===== src/rtl/spi_slave_shift.sv =====
// SPI responder datapath in the PCLK domain.
// Oversamples SCLK/SS_n/MOSI, shifts MOSI in on the sample edge and MISO out on the shift edge,
// with a one-entry TX holding buffer and an RX holding register facing the register block.
//
// state | meaning
// IDLE  | deselected, MISO tristated, waiting for SS_n fall
// XFER  | selected, shifting bytes until SS_n rises
`timescale 1ns/1ps
module spi_slave_shift #(
    parameter int SYNC_STAGES = 2
) (
    input  logic       PCLK,
    input  logic       PRESET,
    input  logic       cpol_i,
    input  logic       cpha_i,
    input  logic       lsbfe_i,
    input  logic       sclk_i,
    input  logic       ss_n_i,
    input  logic       mosi_i,
    output logic       miso_o,
    output logic       miso_oe_o,
    input  logic [7:0] tx_data_i,
    input  logic       tx_valid_i,
    output logic       tx_ready_o,
    output logic [7:0] rx_data_o,
    output logic       rx_valid_o,
    input  logic       rx_ack_i,
    output logic       underrun_o,
    output logic       overrun_o
);

    typedef enum logic {IDLE, XFER} state_t;

    state_t                 state_q, state_d;
    logic [SYNC_STAGES-1:0] sclk_sync, ss_sync, mosi_sync;
    logic                   sclk_d, ss_d;
    logic                   sclk_s, ss_s, mosi_s;
    logic                   ss_fall, ss_rise, lead_edge, trail_edge;
    logic                   cpol_q, cpha_q, lsbfe_q;
    logic [2:0]             bit_cnt;
    logic [7:0]             tx_shift, rx_shift, rx_next;
    logic [7:0]             buf_data, load_data;
    logic                   buf_full;
    logic                   frame_start, frame_end, sample_en, shift_en, byte_done, load;

    function automatic logic [7:0] shift_tx(input logic [7:0] d, input logic lsb);
        return lsb ? {1'b0, d[7:1]} : {d[6:0], 1'b0};
    endfunction

    function automatic logic out_bit(input logic [7:0] d, input logic lsb);
        return lsb ? d[0] : d[7];
    endfunction

    assign sclk_s     = sclk_sync[SYNC_STAGES-1];
    assign ss_s       = ss_sync[SYNC_STAGES-1];
    assign mosi_s     = mosi_sync[SYNC_STAGES-1];
    assign ss_fall    = ss_d & ~ss_s;
    assign ss_rise    = ~ss_d & ss_s;
    // Edge polarity is relative to the latched idle level, so one detector serves all modes.
    assign lead_edge  = (sclk_s != cpol_q) && (sclk_d == cpol_q);
    assign trail_edge = (sclk_s == cpol_q) && (sclk_d != cpol_q);
    assign rx_next    = lsbfe_q ? {mosi_s, rx_shift[7:1]} : {rx_shift[6:0], mosi_s};
    assign load_data  = buf_full ? buf_data : 8'h00;
    assign tx_ready_o = ~buf_full;

    // Synchronizers plus delay flops for edge detection; SCLK idles at cpol during reset.
    always_ff @(posedge PCLK) begin
        if (PRESET) begin
            sclk_sync <= {SYNC_STAGES{cpol_i}};
            ss_sync   <= '1;
            mosi_sync <= '0;
            sclk_d    <= cpol_i;
            ss_d      <= 1'b1;
        end else begin
            sclk_sync <= {sclk_sync[SYNC_STAGES-2:0], sclk_i};
            ss_sync   <= {ss_sync[SYNC_STAGES-2:0], ss_n_i};
            mosi_sync <= {mosi_sync[SYNC_STAGES-2:0], mosi_i};
            sclk_d    <= sclk_s;
            ss_d      <= ss_s;
        end
    end

    // State register.
    always_ff @(posedge PCLK) begin
        if (PRESET) state_q <= IDLE;
        else        state_q <= state_d;
    end

    // Next state and per-cycle strobes.
    always_comb begin
        state_d     = state_q;
        frame_start = 1'b0;
        frame_end   = 1'b0;
        sample_en   = 1'b0;
        shift_en    = 1'b0;
        byte_done   = 1'b0;
        load        = 1'b0;
        case (state_q)
            IDLE: begin
                if (ss_fall) begin
                    state_d     = XFER;
                    frame_start = 1'b1;
                    load        = 1'b1;
                end
            end
            XFER: begin
                if (ss_rise) begin
                    state_d   = IDLE;
                    frame_end = 1'b1;
                end else begin
                    sample_en = cpha_q ? trail_edge : lead_edge;
                    shift_en  = cpha_q ? lead_edge : trail_edge;
                    byte_done = sample_en && (bit_cnt == 3'd7);
                    load      = byte_done;
                end
            end
            default: state_d = IDLE;
        endcase
    end

    // Shifters, config latch, MISO drive, RX holding register and status pulses.
    always_ff @(posedge PCLK) begin
        if (PRESET) begin
            cpol_q     <= 1'b0;
            cpha_q     <= 1'b0;
            lsbfe_q    <= 1'b0;
            bit_cnt    <= 3'd0;
            tx_shift   <= 8'h00;
            rx_shift   <= 8'h00;
            miso_o     <= 1'b0;
            miso_oe_o  <= 1'b0;
            rx_data_o  <= 8'h00;
            rx_valid_o <= 1'b0;
            underrun_o <= 1'b0;
            overrun_o  <= 1'b0;
        end else begin
            underrun_o <= load & ~buf_full;
            overrun_o  <= 1'b0;
            if (frame_start) begin
                cpol_q    <= cpol_i;
                cpha_q    <= cpha_i;
                lsbfe_q   <= lsbfe_i;
                bit_cnt   <= 3'd0;
                miso_oe_o <= 1'b1;
                // With cpha=0 the master samples on the first edge, so the first bit must already be out.
                if (!cpha_i) begin
                    miso_o   <= out_bit(load_data, lsbfe_i);
                    tx_shift <= shift_tx(load_data, lsbfe_i);
                end else begin
                    tx_shift <= load_data;
                end
            end else if (frame_end) begin
                miso_oe_o <= 1'b0;
                miso_o    <= 1'b0;
                bit_cnt   <= 3'd0;
                tx_shift  <= 8'h00;
                rx_shift  <= 8'h00;
            end else begin
                if (sample_en) begin
                    rx_shift <= rx_next;
                    bit_cnt  <= bit_cnt + 3'd1;
                end
                if (shift_en) begin
                    miso_o   <= out_bit(tx_shift, lsbfe_q);
                    tx_shift <= shift_tx(tx_shift, lsbfe_q);
                end
                // Mid-frame reloads are presented by the following shift edge, never immediately.
                if (byte_done) tx_shift <= load_data;
            end
            if (byte_done) begin
                rx_data_o  <= rx_next;
                rx_valid_o <= 1'b1;
                overrun_o  <= rx_valid_o & ~rx_ack_i;
            end else if (rx_ack_i) begin
                rx_valid_o <= 1'b0;
            end
        end
    end

    // One-entry TX holding buffer; a write coinciding with a load lands here, not in the shifter.
    always_ff @(posedge PCLK) begin
        if (PRESET) begin
            buf_full <= 1'b0;
            buf_data <= 8'h00;
        end else if (load && buf_full) begin
            buf_full <= 1'b0;
        end else if (tx_valid_i && !buf_full) begin
            buf_full <= 1'b1;
            buf_data <= tx_data_i;
        end
    end

endmodule


===== config.mk =====
export PLATFORM = sky130hd
export DESIGN_NAME = spi_slave_shift
export DESIGN_NICKNAME = d
export VERILOG_FILES = /design/src/rtl/spi_slave_shift.sv
export SDC_FILE = /design/constraint.sdc
export NUM_CORES = 1
export LEC_CHECK = 0
export ABC_AREA = 1
export ABC_CLOCK_PERIOD_IN_PS = 1700
export BUFFER_PORTS_ARGS = -buffer_cell sky130_fd_sc_hd__clkbuf_2
export CAP_MARGIN = 5
export CORE_MARGIN = 1.5
export CORE_UTILIZATION = 30
export DETAILED_ROUTE_END_ITERATION = 12
export PLACE_DENSITY_LB_ADDON = 0.12
export SYNTH_ARGS = -nofsm -noshare
export SYNTH_HDL_FRONTEND = slang
export SYNTH_SLANG_ARGS = --single-unit

===== constraint.sdc =====
create_clock -name PCLK -period 1.7 [get_ports PCLK]
set_clock_uncertainty 0.1 [all_clocks]
set_input_delay 0.34 -clock PCLK [delete_from_list [all_inputs] [get_ports PCLK]]
set_output_delay 0.34 -clock PCLK [all_outputs]
set_load 0.01 [all_outputs]

==> impl_metrics.toml, run 1 <==
[worst_setup_path]
critPathKind = "reg -> reg"
cp_num_buf_inv = 2
cpLargestDelayFamily = "adder cells"
crit_top_cell = "nor2_1"
cp.required_ps = 1810
end_kind = "register"
arrival_ps = 1700
crit_chain = "ha_1, ha_1, inv_2, buf_12, nor2_4, a21boi_0, nor2_1, nor2_1, nor2_1"
critPathMaxFanout = 5
rrSetupSlack_ps = 110
start_kind = "register"
slowest_stage = "dfxtp_1"
critPathMaxStageDelay_ps = 330

[clock_network]
cts_hold_buffers = 0
htreeDepth = 2
clk_latency_ps = 310
cts_buffers = 5
cts.sinks = 53
cts_tree = "yes"
clk_pin_slew_ps = 100
clock_path_buffers = 2
root_buffer = "clkbuf_8"

[yosys]
syn_nets = 411
synth_top_area_share_pct = 40.11
synthCells = 391
yosys.area.top_type = "dfxtp_1"
async_flop_share_pct = 0
synth_cell_type_count = 31
synth.avg_cell_area_um2 = 6.765
synth_area_leaders = "dfxtp_1, nand2_1, o21ai_0, nor2_1, a21oi_1"
synth_edf_count = 0
synth-main-ff-cell = "dfxtp_1"
synth_area_um2 = 2645
synth-seq-area-share_pct = 40.11
ys_seq_elements = 53
ys_warn_count = 0

[power_and_ir_drop]
vdd_drop_max_mv = 0.4158
cellPowerDensity_nw_per_um2 = 810.8
total_power_mw = 2.580
power_leakage_nw = 1.408

[grt]
antenna_found_initial = 0
grt_pass1_wl_mm = 11.90
grt_max_degree = 26
gr-total-overflow = 0
grtUsageTotal_pct = 15.25
first_global_vias = 2519

[sta]
finalHoldViolations = 0
fin_setup_tns_ps = 0
timing.final.ws_setup_ps = 106.4
tightest_slew_ps = 357.7
period_needed_ps = 1594
rsz0062_at_grt = "true"
fin_crit_sh_pct = 93.74
finalSetupViolations = 0
slew_headroom_pct = 75.90
drv_slew = 0
fmax_mhz = 627.5

[placed_design]
dp_worst_setup_slack_ps = 67.16
port_buffers = 31
post_dp_cell_area_um2 = 2988
dp_hpwl_mm = 4.964
place_congestion = 0.7879

[die]
fp-row-count = 34
start_util_pct = 30.63
dieArea_um2 = 9389
core_um2 = 8636
die-width_um = 96.90
die_h_um = 96.90
ioPinCount = 32

[detailed_routing]
drcViolationCount = 0
vias_per_cell = 4.648
drtAntennaViolNets = 0
drt-pass1-iter-count = 4
drt-wirelength-per-cell_um = 12.82
routed_wl_mm = 6.925
dr_total_vias = 2510
drtIter0Drc = 144

[hold_path]
min_path_type = "in -> reg"

[finish]
multi_input_area_um2 = 1365
num-fill-cells = 958
regArea_um2 = 1064
fin_nets = 452
drive_gt1_share_pct = 18.75
finalInstanceArea_um2 = 3182
diodes = 0
area_growth_pct = 20.29

[run]
max_cap_viol_count = 0

[run_status]
status = "completed"
cells by family (layout without fill, tap and decap cells):
group                    after synthesis  after routing  synth area share [%]
AO/OA/AOI/OAI                         84             84                 17.31
adder cells (fa/ha/maj)                2              2                0.9459
buffers and inverters                 57             97                 9.508
flip-flops                            53             53                 40.11
AND/OR/NAND/NOR                      195            196                 32.12
flip-flops by register name, indices dropped and copies added, names as in the netlist, 2 cells and up:
| name | count |
|---|---|
| bit_cnt | 3 |
| buf_data | 8 |
| mosi_sync | 2 |
| rx_data_o | 8 |
| rx_shift | 8 |
| sclk_sync | 2 |
| ss_sync | 2 |
| tx_shift | 8 |
cell usage in the layout (no fill, tap or decap), drive strengths merged:
master | Yosys | layout
clkbuf | 6 | 37
a32oi | 1 | 1
dfxtp | 53 | 53
o21ai | 39 | 39
nand2 | 104 | 104
o22ai | 4 | 4
nand3 | 24 | 24
nand3b | 1 | 1
a21boi | 1 | 1
inv | 41 | 41
buf | 10 | 17
nor2 | 51 | 52
nand4 | 8 | 8
or2 | 3 | 3
nor3 | 4 | 4
bufinv | 0 | 1
clkinv | 0 | 1
ha | 2 | 2
o221ai | 3 | 3
a21oi | 36 | 36
cells in the mapped netlist (all sizes together) (2+ instances only):
| cell | instances |
|---|---|
| or2 | 3 |
| nand2 | 104 |
| ha | 2 |
| o221ai | 3 |
| nand4 | 8 |
| nand3 | 24 |
| clkbuf | 6 |
| inv | 41 |
| nor3 | 4 |
| o21ai | 39 |
| dfxtp | 53 |
| a21oi | 36 |
| nor2 | 51 |
| o22ai | 4 |
| buf | 10 |
area by class of cell:
type / instances / share of cell area [%]
well taps: 108 / 4.247
clock inverters: 2 / 1.101
flip-flops and latches: 53 / 33.43
repair buffers: 49 / 11.25
clock buffers: 5 / 2.163
multi-input cells: 282 / 42.90
inverters: 41 / 4.915
path summary, 6_finish.rpt:
path / start / end / cells after the start
max: bit_cnt[0] / tx_shift[0] / 9
min: ss_n_i / ss_sync[0] / 2
max reg2reg: bit_cnt[0] / tx_shift[0] / 9
min reg2reg: mosi_sync[0] / mosi_sync[1] / 2
through the flow:
stage | hold slack [ps] | std cells | util (%)
4_1_cts | 101.9 | 536 | 35.80
6_report | 110.8 | 540 | 36.84
5_1_grt | 99.98 | 540 | 36.84
2_1_floorplan | 288.3 | 391 | -
3_5_place_dp | 298.8 | 529 | 34.60
3_3_place_gp | 294.0 | 529 | 34.60
per-layer routing:
metal	track usage [%]	vias up	share of wire, %
li1	-	1355	-
met5	0	-	0
met1	20.50	1112	51
met4	3.679	0	0.66
met3	3.324	4	3.1
met2	24.91	39	46
power breakdown:
part / switching, mW / internal (mW) / total, mW
sequential: 0.0400 / 1.30 / 1.34
clock: 0.420 / 0.429 / 0.849
combinational: 0.239 / 0.153 / 0.392
total: 0.699 / 1.88 / 2.58
timing repair:
action                     CTS  global route
resized for setup            0            10
buffers inserted             0             2
setup endpoints to repair    0            20
No activity file was read; power rests on OpenSTA's default activity.
==> run 2, diff against run 1 <==
--- a/config.mk
+++ b/config.mk
@@ -5,10 +5,8 @@
 export SDC_FILE = /design/constraint.sdc
 export NUM_CORES = 1
 export LEC_CHECK = 0
-export ABC_AREA = 1
 export ABC_CLOCK_PERIOD_IN_PS = 1700
 export BUFFER_PORTS_ARGS = -buffer_cell sky130_fd_sc_hd__clkbuf_2
-export CAP_MARGIN = 5
 export CORE_MARGIN = 1.5
 export CORE_UTILIZATION = 30
 export DETAILED_ROUTE_END_ITERATION = 12
==> run 2 against run 1 <==
  * The run now ends with setup timing left
  * Flip-flop and latch count is the same
  * Design area grew 0.47%
  * Maximum frequency shrank 12%
  * Synthesized cell count shrank 30%
  * Total power shrank 8.7%
  * First-iteration DRC count shrank 47%
  * Sequential share of layout area is essentially flat
  * Critical path depth shrank 2
  * Combinational power shrank 6.9%
  * Die area shrank 6.5%
  * Critical path type unchanged
  * Critical endpoint is now tx_shift[1]
  * Largest cell class unchanged
==> impl_metrics.toml, run 2 <==
[worst_setup_path]
critPathKind = "reg -> reg"
crit_chain = "ha_4, ha_4, nand3b_1, mux2i_4, a32o_2, a221oi_1, a211oi_1"
start_kind = "register"
arrival_ps = 1900
crit_top_cell = "ha_4"
reg2reg_from = "bit_cnt[0]"
slowest_stage = "dfxtp_2"
cpLargestDelayFamily = "compound AO/OA/AOI/OAI gates"
rr_worst_depth = 7
cp_num_buf_inv = 0
cp.required_ps = 1790
rrSetupSlack_ps = -110
r2r-end = "tx_shift[1]"
end_kind = "register"
critPathMaxFanout = 6
critPathMaxStageDelay_ps = 350

[die]
ioPinCount = 32
dieArea_um2 = 8778
die_h_um = 93.69
fp-row-count = 32
start_util_pct = 31.44
core_um2 = 7848
die-width_um = 93.69

[grt]
grt_max_degree = 25
grt_pass1_wl_mm = 9.756
first_global_vias = 2064
gr-total-overflow = 0
grtUsageTotal_pct = 14.08
antenna_found_initial = 0

[detailed_routing]
drt-pass1-iter-count = 4
wl_met2_mm = 2.532
m1WireLength_mm = 2.906
drtIter0Drc = 77
routed_wl_mm = 5.677
dr_total_vias = 2102
drtAntennaViolNets = 0
highest_layer = "met4"
drcViolationCount = 0
drt-wirelength-per-cell_um = 13.11
wl_met3_um = 171
vias_per_cell = 4.855

[finish]
fin_nets = 352
area_growth_pct = 29.56
regArea_um2 = 1069
drive_gt1_share_pct = 34.44
diodes = 0
final_cell_mix = "dfxtp_1, nand2_1, buf_4, clkbuf_2, nor2_1"
mostFrequentLayoutCell = "dfxtp_1"
stdcell_count = 433
multi_input_area_um2 = 1431
num-fill-cells = 815

[placed_design]
dp_hpwl_mm = 4.164
place_congestion = 0.7447
dp_worst_setup_slack_ps = -148.6
port_buffers = 31
dp.cells = 422

[yosys]
ys_warn_count = 0
synthCells = 273
synth_top_family_by_area = "simple AND/OR/NAND/NOR gates"
synth-seq-area-share_pct = 43.00
synth-main-ff-cell = "dfxtp_1"
synth-simple-area-share_pct = 18.05
muxShareOfSynthArea_pct = 14.15
synthTopCellsByCount = "dfxtp_1, nand2_1, nor2_1"
synthXorXnorAreaFrac_pct = 1.978
synth_area_um2 = 2467
synth_top_area_share_pct = 43.00
synth.avg_cell_area_um2 = 9.038
yosysMostFrequentCell = "dfxtp_1"
synth_compound_gate_area_share_pct = 17.70
synth_edf_count = 0
synth_cell_type_count = 43
yosys.area.top_type = "dfxtp_1"
synth_area_leaders = "dfxtp_1, mux2i_1, nand2_1, a21oi_1, mux2_2"
syn_nets = 293
async_flop_share_pct = 0
ys_seq_elements = 53
synth_fa_ha_area_share_pct = 1.014

[power_and_ir_drop]
vdd_drop_max_mv = 0.4057
power_leakage_nw = 1.286
total_power_mw = 2.357
cellPowerDensity_nw_per_um2 = 737.2

[sta]
rsz0062_at_grt = "true"
drv_slew = 0
slew_headroom_pct = 73.86
fmax_mhz = 551.2
period_needed_ps = 1814
timing.final.ws_setup_ps = -114.3
tightest_slew_ps = 392.0
finalSetupViolations = 22
finalHoldViolations = 0
fin_crit_sh_pct = 106.7

[run]
max_cap_viol_count = 0

[hold_path]
min_path_type = "in -> reg"
whs_path_depth = 2
min_from = "ss_n_i"
hold_path_end = "ss_sync[0]"

[clock_network]
cts_buffers = 5
cts_hold_buffers = 0
clock_path_buffers = 2
root_buffer = "clkbuf_8"
cts_tree = "yes"
clk_pin_slew_ps = 90
clk_latency_ps = 300
cts.sinks = 53
htreeDepth = 2

[run_status]
status = "finished, violations left"
violations = "setup timing"
==> run 2: changes by cell type after synthesis, moves of 12 or more <==
cell     previous run  this run
a21oi_1            35        23
nand3_1            20         2
inv_1              36         5
mux2i_1             0        20
nor2_1             48        25
o21ai_0            37         7
nand2_1           102        38
==> run 2: what timing repair did <==
item / 4_1_cts / 5_1_grt
cloned: 0 / 0
setup buffers: 2 / 3
resized for setup: 8 / 7
setup endpoints to repair: 25 / 32
pin swaps: 6 / 5
==> run 2: layout make-up <==
| cell class | instances | area share (%) |
|---|---|---|
| timing repair buffer | 69 | 14.91 |
| tap | 102 | 3.992 |
| multi-input combinational | 198 | 44.77 |
| clock buffer | 5 | 2.153 |
| inverter | 5 | 0.5871 |
| sequential | 53 | 33.42 |
| clock inverter | 1 | 0.1566 |
==> run 2: worst max path at each step <==
| stage | from | end | slack (ps) | depth (start not counted) |
|---|---|---|---|---|
| global placement | ss_d | tx_shift[6] | -110 | 5 |
| finish | bit_cnt[0] | tx_shift[1] | -110 | 7 |
| floorplan | sclk_sync[1] | tx_shift[6] | -100 | 6 |
| CTS | bit_cnt[0] | tx_shift[1] | -110 | 7 |
| global route | bit_cnt[0] | tx_shift[3] | -200 | 7 |
| detailed placement | ss_d | tx_shift[6] | -150 | 5 |
==> run 2: kinds of logic after synthesis <==
logic type | count (synthesis)
and+or+nand+nor | 96
xor gates and xnor gates | 3
adders and majority gates | 2
muxes | 32
DFF | 53
buffers and inverters | 22
AOI/OAI and AO/OA | 65
==> run 2: worst register-to-register path, delay by kind of cell, from the launching register on <==
kind	cells	cell delay, ps
adder cells (fa/ha/maj)	2	310
multiplexers	1	110
AO/OA/AOI/OAI	3	720
AND/OR/NAND/NOR	1	120
flip-flops	1	350
==> run 2: stage by stage <==
stage | setup TNS, ps | hold WS (ps) | cell area (µm²) | util [%]
floorplan | -578.9 | 289.5 | 2551 | -
global placement | -1068 | 294.3 | 3012 | 38.38
detailed placement | -1482 | 295.2 | 3012 | 38.38
CTS | -1172 | 109.3 | 3138 | 39.99
global route | -3550 | 115.9 | 3197 | 40.74
finish | -855.2 | 120.5 | 3197 | 40.74
==> run 2: metal layers <==
metal	global-route usage [%]	vias to the layer above
met5	0	-
met4	4.104	0
met3	2.832	7
met2	22.71	32
met1	18.96	970
li1	-	1093
==> run 2: power breakdown <==
group | internal (mW) | switching, mW | total [mW]
registers | 1.29 | 0.0444 | 1.33
clock network | 0.272 | 0.385 | 0.657
logic | 0.187 | 0.178 | 0.365
==> run 3, diff against run 2 <==
--- a/config.mk
+++ b/config.mk
@@ -8,9 +8,9 @@
 export ABC_CLOCK_PERIOD_IN_PS = 1700
 export BUFFER_PORTS_ARGS = -buffer_cell sky130_fd_sc_hd__clkbuf_2
 export CORE_MARGIN = 1.5
-export CORE_UTILIZATION = 30
+export CORE_UTILIZATION = 40
 export DETAILED_ROUTE_END_ITERATION = 12
-export PLACE_DENSITY_LB_ADDON = 0.12
+export PLACE_DENSITY = 0.56
 export SYNTH_ARGS = -nofsm -noshare
 export SYNTH_HDL_FRONTEND = slang
 export SYNTH_SLANG_ARGS = --single-unit
==> run 3 against run 2 <==
  * The run still ends with setup timing left
  * Register-to-register slack is essentially flat
  * Via count shrank 0.33%
  * Global-route usage grew 4.2 points
  * Clock power grew 5.5%
  * Worst setup slack lost 1.6 ps
  * Design area grew 0.47%
  * Critical path type unchanged
==> impl_metrics.toml, run 3 (synthesized netlist as in run 2, its figures left out) <==
[die]
dieArea_um2 = 6649
die_h_um = 81.54
fp-row-count = 28
start_util_pct = 41.43
die-width_um = 81.54
core_um2 = 5956
ioPinCount = 32

[clock_network]
cts.sinks = 53
root_buffer = "clkbuf_8"
cts_buffers = 5
clk_pin_slew_ps = 90
cts_hold_buffers = 0
clock_path_buffers = 2
clk_latency_ps = 310
htreeDepth = 2
cts_tree = "yes"

[sta]
rsz0062_at_grt = "true"
fmax_mhz = 550.7
period_needed_ps = 1816
fin_crit_sh_pct = 106.8
drv_slew = 0
fin_setup_tns_ps = -1856
finalHoldViolations = 0
finalSetupViolations = 27
timing.final.ws_setup_ps = -115.8
slew_headroom_pct = 80.02
tightest_slew_ps = 291.4

[worst_setup_path]
crit_top_cell = "ha_4"
critPathKind = "reg -> reg"
rrSetupSlack_ps = -120
cp.required_ps = 1790
critPathMaxStageDelay_ps = 340
startpoint = "bit_cnt[1]"
reg2reg_from = "bit_cnt[1]"
slowest_stage = "dfxtp_2"
critPathMaxFanout = 6
cp-endpoint = "tx_shift[5]"
arrival_ps = 1910
end_kind = "register"
rr_worst_depth = 7
start_kind = "register"
crit_chain = "ha_4, ha_4, nand3b_1, mux2i_4, a32o_2, a221oi_2, a211oi_1"
r2r-end = "tx_shift[5]"

[finish]
area_growth_pct = 30.17
fin_nets = 349
finalInstanceArea_um2 = 3212
diodes = 0
final_cell_mix = "dfxtp_1, nand2_1, clkbuf_2, buf_4, a21oi_1"
drive_gt1_share_pct = 36.97
final_core_util_pct = 53.93
mostFrequentLayoutCell = "dfxtp_1"

[power_and_ir_drop]
power.share.clock_pct = 29.0
vdd_drop_max_mv = 0.4470
total_power_mw = 2.392
netSwitchingPower_mw = 0.6346
pwr-share-seq_pct = 55.9
swShare_pct = 26.53
cellPowerDensity_nw_per_um2 = 744.8
power_leakage_nw = 1.303
p_int_mw = 1.757
power_frac_comb_pct = 15.1

[detailed_routing]
drcViolationCount = 0
routed_wl_mm = 5.594
vias_per_cell = 5.173
dr_total_vias = 2095
drtIter0Drc = 116
drt-pass1-iter-count = 4
drtAntennaViolNets = 0
drt-wirelength-per-cell_um = 13.81

[grt]
gr-total-overflow = 0
first_global_vias = 1993
grtUsageTotal_pct = 18.27
grt_pass1_wl_mm = 9.411
grt_max_degree = 44
antenna_found_initial = 0

[run_status]
status = "finished, violations left"
violations = "setup timing"

[placed_design]
dp_hpwl_mm = 3.922
place_congestion = 0.7853
post_dp_cell_area_um2 = 2955
port_buffers = 31
dp_worst_setup_slack_ps = -156.5

[hold_path]
min_path_type = "in -> reg"

[run]
max_cap_viol_count = 0
run 3: repair_timing:
item,4_1_cts,5_1_grt
resized for setup,19,10
setup endpoints to repair,29,32
setup buffers,1,2
pin swaps,17,4
gates cloned,2,0
run 3: final cells by class:
| cell class | count | area (µm²) |
|---|---|---|
| repair buffers | 65 | 451.7 |
| inverters | 5 | 18.77 |
| well taps | 75 | 93.84 |
| flip-flops and latches | 53 | 1070 |
| fillers | 600 | 2744 |
| clock inverters | 2 | 10.01 |
| multi-input cells | 199 | 1495 |
| clock buffers | 6 | 72.57 |
run 3: routing by layer:
metal | part of all wire, % | wire length (µm) | vias to the layer above | global-route usage, %
met4 | 1.0 | 57 | 0 | 4.655
met1 | 52 | 2912 | 977 | 26.28
met2 | 44 | 2462 | 26 | 27.77
li1 | - | - | 1085 | -
met3 | 2.9 | 161 | 7 | 3.667
met5 | 0 | 0 | - | 0
run 3: metrics by stage:
step                hold slack, ps  instances
floorplan                    289.5        273
global placement             296.9        392
detailed placement           298.4        392
CTS                          104.9        403
global route                 111.4        405
finish                       115.1        405
run 3: worst min-delay path by stage:
stage | startpoint | endpoint | slack (ps) | cells after the start
final | ss_n_i | ss_sync[0] | 120 | 2
after detailed placement | ss_sync[0] | ss_sync[1] | 300 | 1
after global routing | ss_n_i | ss_sync[0] | 110 | 2
after global placement | ss_sync[0] | ss_sync[1] | 300 | 1
after CTS | ss_n_i | ss_sync[0] | 100 | 2
after floorplan | ss_sync[0] | ss_sync[1] | 290 | 1
run 3: power by group through the flow:
stage,clock network [mW],logic [mW],registers [mW]
2_1_floorplan,0,0.217,1.35
3_3_place_gp,0,0.326,1.36
3_5_place_dp,0,0.329,1.36
4_1_cts,0.719,0.351,1.34
5_1_grt,0.767,0.397,1.35
6_report,0.693,0.362,1.34
run 3: critical path, delay by kind of cell, from the launching register on:
family	cells	cell delay, ps
flip-flops	1	340
AO/OA/AOI/OAI	3	710
multiplexers	1	120
AND/OR/NAND/NOR	1	120
adder cells (fa/ha/maj)	2	310
